### config.mk
export PLATFORM = sky130hd
export DESIGN_NAME = if_id_skid_flat
export DESIGN_NICKNAME = d
export VERILOG_FILES = /design/src/rtl/if_id_skid_if.sv /design/src/rtl/if_id_skid.sv /design/src/flat_wrapper.sv
export SDC_FILE = /design/constraint.sdc
export NUM_CORES = 1
export LEC_CHECK = 0
export ABC_AREA = 1
export ABC_CLOCK_PERIOD_IN_PS = 6300
export BUFFER_PORTS_ARGS = -buffer_cell sky130_fd_sc_hd__buf_4
export CORE_AREA = 8 8 178 138
export CTS_BUF_LIST = sky130_fd_sc_hd__clkbuf_4 sky130_fd_sc_hd__clkbuf_8
export CTS_CLUSTER_DIAMETER = 40
export CTS_CLUSTER_SIZE = 40
export DETAILED_ROUTE_END_ITERATION = 7
export DIE_AREA = 0 0 186 146
export MAX_ROUTING_LAYER = met4
export PLACE_DENSITY = 0.67
export SYNTH_ARGS = -nofsm -noshare
export SYNTH_HDL_FRONTEND = slang
export SYNTH_SLANG_ARGS = --single-unit
### constraint.sdc
create_clock -name clk -period 6.3 [get_ports clk]
set_input_delay 1.26 -clock clk [delete_from_list [all_inputs] [get_ports clk]]
set_output_delay 1.26 -clock clk [all_outputs]
set_load 0.02 [all_outputs]
### src/rtl/if_id_skid_if.sv
// Fetch-to-decode handshake bundle for the IF/ID skid buffer.
// master = the side driving fetch data and decode ready (bench or pipeline glue), slave = the buffer.
interface if_id_skid_if #(
  parameter int XLEN     = 64,
  parameter int INST_LEN = 32,
  parameter int TRAP_W   = 4
);
  logic                in_valid_i;
  logic                in_ready_o;
  logic [XLEN-1:0]     in_pc_i;
  logic [INST_LEN-1:0] in_inst_i;
  logic [TRAP_W-1:0]   in_trap_i;
  logic                out_valid_o;
  logic                out_ready_i;
  logic [XLEN-1:0]     out_pc_o;
  logic [INST_LEN-1:0] out_inst_o;
  logic [TRAP_W-1:0]   out_trap_o;

  modport master (
    output in_valid_i, in_pc_i, in_inst_i, in_trap_i, out_ready_i,
    input  in_ready_o, out_valid_o, out_pc_o, out_inst_o, out_trap_o
  );

  modport slave (
    input  in_valid_i, in_pc_i, in_inst_i, in_trap_i, out_ready_i,
    output in_ready_o, out_valid_o, out_pc_o, out_inst_o, out_trap_o
  );
endinterface

### src/rtl/if_id_skid.sv
// IF/ID boundary: 2-entry FIFO skid buffer carrying {pc, inst, trap}.
// Both handshake outputs come from registered occupancy and flush only, so decode ready never reaches fetch.
module if_id_skid #(
  parameter int                  XLEN          = 64,
  parameter int                  INST_LEN      = 32,
  parameter int                  TRAP_W        = 4,
  parameter logic [XLEN-1:0]     PC_RESET_ADDR = 64'h8000_0000,
  parameter logic [INST_LEN-1:0] NOP_INST      = 32'h0000_0013
) (
  input  logic         clk,
  input  logic         rst,
  input  logic         flush_i,
  if_id_skid_if.slave  bus,
  output logic [1:0]   count_o
);

  logic [XLEN-1:0]     r_pc   [2];
  logic [INST_LEN-1:0] r_inst [2];
  logic [TRAP_W-1:0]   r_trap [2];
  logic                r_rdPtr;
  logic                r_wrPtr;
  logic [1:0]          r_count;

  logic w_inReady;
  logic w_outValid;
  logic w_push;
  logic w_pop;

  assign w_inReady  = (r_count != 2'd2) && !flush_i;
  assign w_outValid = (r_count != 2'd0) && !flush_i;
  assign w_push     = bus.in_valid_i && w_inReady;
  assign w_pop      = w_outValid && bus.out_ready_i;

  // Payload is masked to a NOP with no trap whenever decode must not consume it.
  assign bus.in_ready_o  = w_inReady;
  assign bus.out_valid_o = w_outValid;
  assign bus.out_pc_o    = r_pc[r_rdPtr];
  assign bus.out_inst_o  = w_outValid ? r_inst[r_rdPtr] : NOP_INST;
  assign bus.out_trap_o  = w_outValid ? r_trap[r_rdPtr] : '0;
  assign count_o         = r_count;

  always_ff @(posedge clk) begin
    if (rst) begin
      r_count <= 2'd0;
      r_rdPtr <= 1'b0;
      r_wrPtr <= 1'b0;
      for (int i = 0; i < 2; i++) begin
        r_pc[i]   <= PC_RESET_ADDR;
        r_inst[i] <= NOP_INST;
        r_trap[i] <= '0;
      end
    end else if (flush_i) begin
      r_count <= 2'd0;
      r_rdPtr <= 1'b0;
      r_wrPtr <= 1'b0;
    end else begin
      if (w_push) begin
        r_pc[r_wrPtr]   <= bus.in_pc_i;
        r_inst[r_wrPtr] <= bus.in_inst_i;
        r_trap[r_wrPtr] <= bus.in_trap_i;
        r_wrPtr         <= ~r_wrPtr;
      end
      if (w_pop) begin
        r_rdPtr <= ~r_rdPtr;
      end
      r_count <= r_count + {1'b0, w_push} - {1'b0, w_pop};
    end
  end

endmodule

### src/flat_wrapper.sv
// flat-port wrapper written by rule: the top's interface ports become plain ports
module if_id_skid_flat 
#(
  parameter int                  XLEN          = 64,
  parameter int                  INST_LEN      = 32,
  parameter int                  TRAP_W        = 4,
  parameter logic [XLEN-1:0]     PC_RESET_ADDR = 64'h8000_0000,
  parameter logic [INST_LEN-1:0] NOP_INST      = 32'h0000_0013
)
  (clk, rst, flush_i, count_o, bus_in_valid_i, bus_in_pc_i, bus_in_inst_i, bus_in_trap_i, bus_out_ready_i, bus_in_ready_o, bus_out_valid_o, bus_out_pc_o, bus_out_inst_o, bus_out_trap_o);
  if_id_skid_if #(.XLEN(XLEN), .INST_LEN(INST_LEN), .TRAP_W(TRAP_W)) bus_i ();
  input  logic clk;
  input  logic rst;
  input  logic flush_i;
  output logic [1:0] count_o;
  input wire logic [$bits(bus_i.in_valid_i)-1:0] bus_in_valid_i;
  input wire logic [$bits(bus_i.in_pc_i)-1:0] bus_in_pc_i;
  input wire logic [$bits(bus_i.in_inst_i)-1:0] bus_in_inst_i;
  input wire logic [$bits(bus_i.in_trap_i)-1:0] bus_in_trap_i;
  input wire logic [$bits(bus_i.out_ready_i)-1:0] bus_out_ready_i;
  output wire logic [$bits(bus_i.in_ready_o)-1:0] bus_in_ready_o;
  output wire logic [$bits(bus_i.out_valid_o)-1:0] bus_out_valid_o;
  output wire logic [$bits(bus_i.out_pc_o)-1:0] bus_out_pc_o;
  output wire logic [$bits(bus_i.out_inst_o)-1:0] bus_out_inst_o;
  output wire logic [$bits(bus_i.out_trap_o)-1:0] bus_out_trap_o;
  assign bus_i.in_valid_i = bus_in_valid_i;
  assign bus_i.in_pc_i = bus_in_pc_i;
  assign bus_i.in_inst_i = bus_in_inst_i;
  assign bus_i.in_trap_i = bus_in_trap_i;
  assign bus_i.out_ready_i = bus_out_ready_i;
  assign bus_in_ready_o = bus_i.in_ready_o;
  assign bus_out_valid_o = bus_i.out_valid_o;
  assign bus_out_pc_o = bus_i.out_pc_o;
  assign bus_out_inst_o = bus_i.out_inst_o;
  assign bus_out_trap_o = bus_i.out_trap_o;
  if_id_skid #(.XLEN(XLEN), .INST_LEN(INST_LEN), .TRAP_W(TRAP_W), .PC_RESET_ADDR(PC_RESET_ADDR), .NOP_INST(NOP_INST)) u_core (.clk(clk), .rst(rst), .flush_i(flush_i), .bus(bus_i), .count_o(count_o));
endmodule
==> results of run 1 <==
power by group:
part	switching [W]	internal [W]
sequential	0.0000169	0.00156
combinational	0.000194	0.000124
clock	0.000535	0.000649
registers in the layout, indices dropped and copies added, names as in the netlist, named ones only:
name,cells
u_core.r_pc,128
u_core.r_inst,64
u_core.r_trap,8
u_core.count_o,2
u_core.r_rdPtr,1
u_core.r_wrPtr,1
cell usage in the layout, fill, tap and decap left out, types with 3 or more instances in the layout:
master	count
sky130_fd_sc_hd__buf_4	215
sky130_fd_sc_hd__edfxtp_1	200
sky130_fd_sc_hd__inv_1	180
sky130_fd_sc_hd__nor3_1	164
sky130_fd_sc_hd__nand2_1	85
sky130_fd_sc_hd__mux2_2	64
sky130_fd_sc_hd__o21ai_0	33
sky130_fd_sc_hd__clkbuf_8	31
sky130_fd_sc_hd__nor3_2	28
sky130_fd_sc_hd__nor2_1	4
sky130_fd_sc_hd__clkinv_2	4
sky130_fd_sc_hd__clkinvlp_4	4
sky130_fd_sc_hd__bufinv_16	4
sky130_fd_sc_hd__dfxtp_1	4
sky130_fd_sc_hd__nand3_1	3
sky130_fd_sc_hd__o211ai_1	3
sky130_fd_sc_hd__a21oi_1	3
metrics by stage:
stage / setup slack (ps) / hold WS [ps]
final: 2200 / 522
after global routing: 1970 / 548
after CTS: 2140 / 523
after detailed placement: 2350 / 513
after global placement: 2380 / 503
after floorplan: 1840 / 487
layer usage:
metal,wire length (um),GRT usage (%),up-vias
met3,1300,3.27,22
li1,-,-,3216
met2,10700,25.8,176
met5,0,-,-
met1,10100,22.0,3040
met4,239,3.25,0
worst paths after layout:
path	slack [ps]	start	endpoint
max	2200	register	bus_out_pc_o[31]
min	520	u_core.r_wrPtr	u_core.r_wrPtr
max reg2reg	3380	u_core.count_o[0]	u_core.r_pc[0][53]
min reg2reg	520	u_core.r_wrPtr	u_core.r_wrPtr
cell type report:
class	instances	area [sq um]
clock buffers	33	442
clock inverters	18	223
fillers	1877	9690
well taps	294	368
flip-flops and latches	205	6110
repair buffers	216	1630
multi-input cells	398	2500
inverters	182	683
kinds of logic (layout without fill, tap and decap cells):
logic type / Yosys count / after routing / synth area share (%)
AO/OA/AOI/OAI: 40 / 40 / 2.29
adder cells (fa/ha/maj): 2 / 2 / 0.261
buffers and inverters: 242 / 449 / 10.2
flip-flops: 205 / 205 / 63.8
multiplexers: 64 / 64 / 7.53
AND/OR/NAND/NOR: 292 / 292 / 15.9
critical path, cell delays in order (launching register included):
cell                      delay (ps)
sky130_fd_sc_hd__dfxtp_4        1030
sky130_fd_sc_hd__buf_4           600
sky130_fd_sc_hd__mux2_2          420
sky130_fd_sc_hd__buf_4           160
==> summary.txt, run 1 <==
Drt
  – Via count normalized by instance count: between 4 and 5
  – Starting DRT DRC Count: between 400 and 500
  – DR vias: roughly 6500
  – Post-route DRC: 0
  – Wire length per cell: ~17 um
  – Aggregate routed wire length: 22.3 mm
  – DRT antenna net count: 0
  – Number of search-and-repair iterations in the first detailed-routing pass: 5

Hold path
  – Path class of the lowest-slack min-delay path: register to register
  – Min-Delay Path Depth: 2

Synthesis
  – Area of the mapped netlist: 0.00958 sq mm
  – Synth area leaders: sky130_fd_sc_hd__edfxtp_1 (63%), sky130_fd_sc_hd__nor3_1 (8.6%), sky130_fd_sc_hd__mux2_2 (7.5%)
  – #FFs+latches synth: 205
  – Average cell area after synthesis: approximately 11 sq um
  – Sequential element share of the synthesized area: around 64%
  – Most used standard cells in the synthesized netlist: sky130_fd_sc_hd__edfxtp_1 (200), sky130_fd_sc_hd__inv_1 (180), sky130_fd_sc_hd__nor3_1 (164)
  – Total nets after synthesis: between 900 and 1000
  – Count of warnings emitted by yosys: 0
  – FFs w/ async S/R, synth: 0%
  – Area leader, netlist: sky130_fd_sc_hd__edfxtp_1
  – Most frequent cell after synthesis: sky130_fd_sc_hd__edfxtp_1
  – Post-synth top area share: between 60% and 70%
  – Count of different cell masters after synthesis: 24
  – Commonest register cell after synthesis: sky130_fd_sc_hd__edfxtp_1
  – Count of flip-flops with a built-in enable after synthesis: 200
  – Gate count of the mapped netlist: around 850

Clock network
  – Buffers inserted by post-CTS timing repair: 0
  – Clock tree root buffer cell: sky130_fd_sc_hd__clkbuf_8
  – TritonCTS clock tree: built
  – CTS buffer count: 28
  – Sinks on Clock Net: 205
  – Worst-case clock buffer depth: 3
  – Clock slew seen by the registers of the worst setup and hold paths: about 80 ps
  – Number of resized instances in the post-cts repair step: 0
  – Number of buffers inserted for hold repair after clock tree synthesis: 0
  – Clock H-tree levels: 1
  – Worst skew pair latency: between 500 and 600 ps

Floorplanning
  – Height of the die: around 150 um
  – Die outline width: roughly 190 um
  – Die Footprint: approximately 0.027 sq mm
  – Number of primary I/O pins: about 210
  – Effective utilization at floorplan: 44.2%
  – Number of rows in the core area: 47
  – Core Box Area: about 0.022 sq mm

Timing
  – Hold violation count in the final report: 0
  – Setup TNS: 0 ps
  – Final Slew Violations: 0
  – Remaining max-slew budget at the tightest pin: about 22%
  – Fmax: between 200 and 250 MHz
  – Final worst path period share: 65.1%
  – Unrepaired setup endpoints after global routing: no
  – Total setup violations reported at the end of the flow: 0
  – Worst Clk Skew: approximately 21 ps
  – Time the worst path needs with I/O delays and setup: a little over 4000 ps
  – Transition time at the pin with the least slew margin: about 1200 ps

GRT
  – Total gr overflow: 0
  – First-pass GRT wire length: ~35 mm
  – Initial antenna violation count: 0
  – Vias in the first global route: 6642
  – Gr usage total: roughly 16%
  – Maximum number of pins on one net before global-route repair: 103

Layout
  – Final core occ: 55.2%
  – Area growth syn-to-layout: 24.9%
  – Fraction of final layout cells with drive strength greater than 1: 35.1%
  – Cell area after layout: 0.0120 sq mm
  – Count of placed standard cells in the final layout, fillers left out: about 1300
  – Antenna cells: 0
  – Number of nets in the layout: between 1000 and 1500

Power and ir drop
  – Leakage power: ~5.2 nW
  – Design Power: slightly above 0.003 W
  – Power density normalized to cell area: around 260 mW/mm^2
  – Max IR drop VDD: between 0.1 and 0.15 mV

Placement
  – RD Place Congestion: between 0.7 and 0.8
  – Placed cell count: approximately 1300
  – Dpl cell area: around 0.011 sq mm
  – Count of input and output buffers: approximately 210
  – Detailed-placement wirelength estimate: 14.1 mm

Setup path
  – Crit path DAT: 2840 ps
  – Critical Path Sink Type: output pin
  – R2R depth: 5
  – Crit path kind: register to output pin
  – Required time at the worst-slack endpoint: around 5000 ps
  – Worst setup SP type: register
  – Max FO, Critical Path: 85

Job
  – Max Cap Violations: 0

Outcome
  – Run status: complete, no violations
Power figures use the tool's default switching activity.
==> run 2: changes to the inputs <==
ABC_CLOCK_PERIOD_IN_PS = 3300   (was 6300)
PLACE_DENSITY = 0.7   (was 0.67)
clock period = 3.3 ns   (was 6.3 ns; I/O delays follow)
==> run 2 against run 1 <==
  * Via count increased by 1.2%
  * Combinational power grew 93%
  * Non-clock buffer count up 4
  * Die area stayed put
  * Global-route usage increased by 0.13 points
  * Clock skew about the same
  * First-iteration DRC count rose by 4.9%
  * Critical path depth is the same
  * Critical path type unchanged
  * Critical endpoint is now bus_out_pc_o[3]
  * Largest power group unchanged
==> summary.txt, run 2 (synthesis results as in run 1) <==
Outcome
  – Run status: complete, no violations

Drt
  – Aggregate routed wire length: 22.2 mm (-0.61%)
  – Starting DRT DRC Count: 426 (+4.9%)
  – DR vias: 6530 (+1.2%)
  – Via count normalized by instance count: 4.82 (+0.51%)
  – Wire length per cell: 16.4 um (-1.3%)
  – Post-route DRC: 0 (unchanged)
  – Number of search-and-repair iterations in the first detailed-routing pass: 5 (unchanged)
  – DRT antenna net count: 0 (unchanged)

Floorplanning
  – Height of the die: 146 um (unchanged)
  – Number of primary I/O pins: 209 (unchanged)
  – Number of rows in the core area: 47 (unchanged)
  – Die outline width: 186 um (unchanged)
  – Core Box Area: 0.0216 sq mm (unchanged)
  – Effective utilization at floorplan: 44.2% (unchanged)
  – Die Footprint: 0.0272 sq mm (unchanged)

Clock network
  – Number of resized instances in the post-cts repair step: 0 (unchanged)
  – TritonCTS clock tree: built
  – Sinks on Clock Net: 205 (unchanged)
  – Worst-case clock buffer depth: 3 (unchanged)
  – Number of buffers inserted for hold repair after clock tree synthesis: 0 (unchanged)
  – Clock H-tree levels: 1 (unchanged)
  – Clock tree root buffer cell: sky130_fd_sc_hd__clkbuf_8
  – Clock slew seen by the registers of the worst setup and hold paths: 70 ps (about the same)
  – Worst skew pair latency: 540 ps (about the same)
  – Buffers inserted by post-CTS timing repair: 0 (unchanged)
  – CTS buffer count: 30 (+7.1%)

Timing
  – Final setup margin: 546 ps (-1650 ps)
  – Final worst path period share: approximately 83%
  – Final Slew Violations: 0 (unchanged)
  – Setup TNS: 0 ps (unchanged)
  – Time the worst path needs with I/O delays and setup: roughly 2800 ps
  – Transition time at the pin with the least slew margin: 940 ps (-225 ps)
  – Worst Clk Skew: 21.0 ps (-0.0315 ps)
  – Remaining max-slew budget at the tightest pin: 37.3% (+15 points)
  – Fmax: ~360 MHz
  – Unrepaired setup endpoints after global routing: no
  – Hold violation count in the final report: 0 (unchanged)
  – Total setup violations reported at the end of the flow: 0 (unchanged)

Placement
  – Count of input and output buffers: 208 (unchanged)
  – Detailed-placement wirelength estimate: 13.9 mm (-0.94%)
  – RD Place Congestion: 0.759 (-2.7%)
  – Worst slack at placement: 1030 ps (-1320 ps)

Hold path
  – Worst Hold Launch: bus_in_inst_i[1]
  – Path class of the lowest-slack min-delay path: input port to register
  – Min-Delay Path Depth: 3 (+1)
  – Hold path endpoint: u_core.r_inst[0][1]

Setup path
  – Crit path kind: register to output pin
  – Worst reg2reg setup slack: 1500 ps (-1880 ps)
  – Critical R2R Capture: u_core.r_pc[0][0]
  – Crit path DAT: 2090 ps (-750 ps)
  – Cell-by-cell listing of the critical path: buf_12, mux2_2, buf_4
  – Slowest stage cell on the critical path: sky130_fd_sc_hd__dfxtp_4
  – Critical Path Sink Type: output pin
  – Critical path's largest stage delay: 570 ps (-460 ps)
  – Number of buffers and inverters on the critical path: 2 (unchanged)
  – Required time at the worst-slack endpoint: 2640 ps (-2400 ps)
  – Critical R2R Launch: u_core.count_o[0]
  – Worst path top cell family by delay: flip-flops
  – Max FO, Critical Path: 87 (+2.4%)
  – R2R depth: 5 (unchanged)
  – Worst setup SP type: register

Power and ir drop
  – Power density normalized to cell area: 491 mW/mm^2 (+90%)
  – Max IR drop VDD: 0.283 mV (+160%)
  – Leakage power: 5.28 nW (+1.3%)

Layout
  – Area growth syn-to-layout: 26.4%
  – Leading cell types in the layout, fill and taps excluded: sky130_fd_sc_hd__buf_4 (213), sky130_fd_sc_hd__edfxtp_1 (200), sky130_fd_sc_hd__inv_1 (180)
  – Flip-flop count of the largest register, all copies and words added: 128 (unchanged)
  – Largest registers: u_core.r_pc (128), u_core.r_inst (64), u_core.r_trap (8)
  – Fillers: 1895 (+0.96%)
  – Number of nets in the layout: 1144 (+0.53%)
  – Fraction of final layout cells with drive strength greater than 1: 35.6% (+0.55 points)
  – Biggest register: u_core.r_pc
  – Most common cell after layout, fill and taps aside: sky130_fd_sc_hd__buf_4
  – Antenna cells: 0 (unchanged)

GRT
  – Total gr overflow: 0 (unchanged)
  – Maximum number of pins on one net before global-route repair: 196 (+90%)
  – Gr usage total: 16.6% (+0.13 points)
  – First-pass GRT wire length: 35.6 mm (+1.2%)
  – Vias in the first global route: 6871 (+3.4%)
  – Initial antenna violation count: 0 (unchanged)

Job
  – Max Cap Violations: 0 (unchanged)
## run 2: cell count changes in the layout (fill, tap and decap cells not counted), sizes merged
| cell | before | now |
|---|---|---|
| clkinvlp | 4 | 5 |
| buf | 216 | 220 |
| clkbuf | 33 | 38 |
| inv | 186 | 185 |
| clkinv | 6 | 7 |
| bufinv | 4 | 3 |
## run 2: how the worst max path moves through the flow
stage,slack [ps],end,cells past startpoint
floorplan,400,u_core.r_inst[0][0],5
global placement,1070,bus_out_inst_o[0],5
detailed placement,1030,bus_out_inst_o[4],5
CTS,480,bus_out_pc_o[5],3
global route,370,bus_out_inst_o[30],6
finish,550,bus_out_pc_o[3],3
## run 2: cell type report
| type | instances | area, sq um | area share (%) |
|---|---|---|---|
| Tap cell | 294 | 368 | 3.04 |
| Clock inverter | 18 | 208 | 1.72 |
| Multi-Input combinational cell | 398 | 2500 | 20.7 |
| Clock buffer | 38 | 498 | 4.11 |
| Sequential cell | 205 | 6110 | 50.5 |
| Timing Repair Buffer | 220 | 1730 | 14.3 |
| Inverter | 182 | 683 | 5.65 |
## run 2: worst register-to-register path, stage by stage, from the launching register on
cell and delay [ps]:
sky130_fd_sc_hd__dfxtp_1 360, sky130_fd_sc_hd__inv_2 90, sky130_fd_sc_hd__nand2_2 130, sky130_fd_sc_hd__nand4_4 110
sky130_fd_sc_hd__nand2_4 380, sky130_fd_sc_hd__buf_12 360
## run 2: power breakdown
group          leakage (nW)  switching, W  internal, W  total, W
clock network         0.348       0.00104      0.00127   0.00231
logic                  2.80      0.000370     0.000245  0.000615
registers              2.13     0.0000305      0.00298   0.00302
total                  5.28       0.00144      0.00450   0.00594
## run 2: per-stage QoR
| step | hold slack (ps) | util [%] | cell area [sq um] | power [W] | instances |
|---|---|---|---|---|---|
| after detailed placement | 511 | 52.7 | 11400 | 0.00370 | 1299 |
| after global routing | 363 | 55.9 | 12100 | 0.00617 | 1355 |
| after CTS | 356 | 55.9 | 12100 | 0.00601 | 1355 |
| after global placement | 502 | 52.7 | 11400 | 0.00369 | 1299 |
| final | 400 | 55.9 | 12100 | 0.00594 | 1355 |
| after floorplan | 487 | - | 9580 | 0.00341 | 845 |
## run 2: routing by layer
| metal | routed length (um) | track usage [%] | vias up |
|---|---|---|---|
| met2 | 10500 | 27.2 | 188 |
| met5 | 0 | - | - |
| met4 | 467 | 4.16 | 0 |
| li1 | - | - | 3238 |
| met3 | 1510 | 3.64 | 38 |
| met1 | 9720 | 20.5 | 3066 |
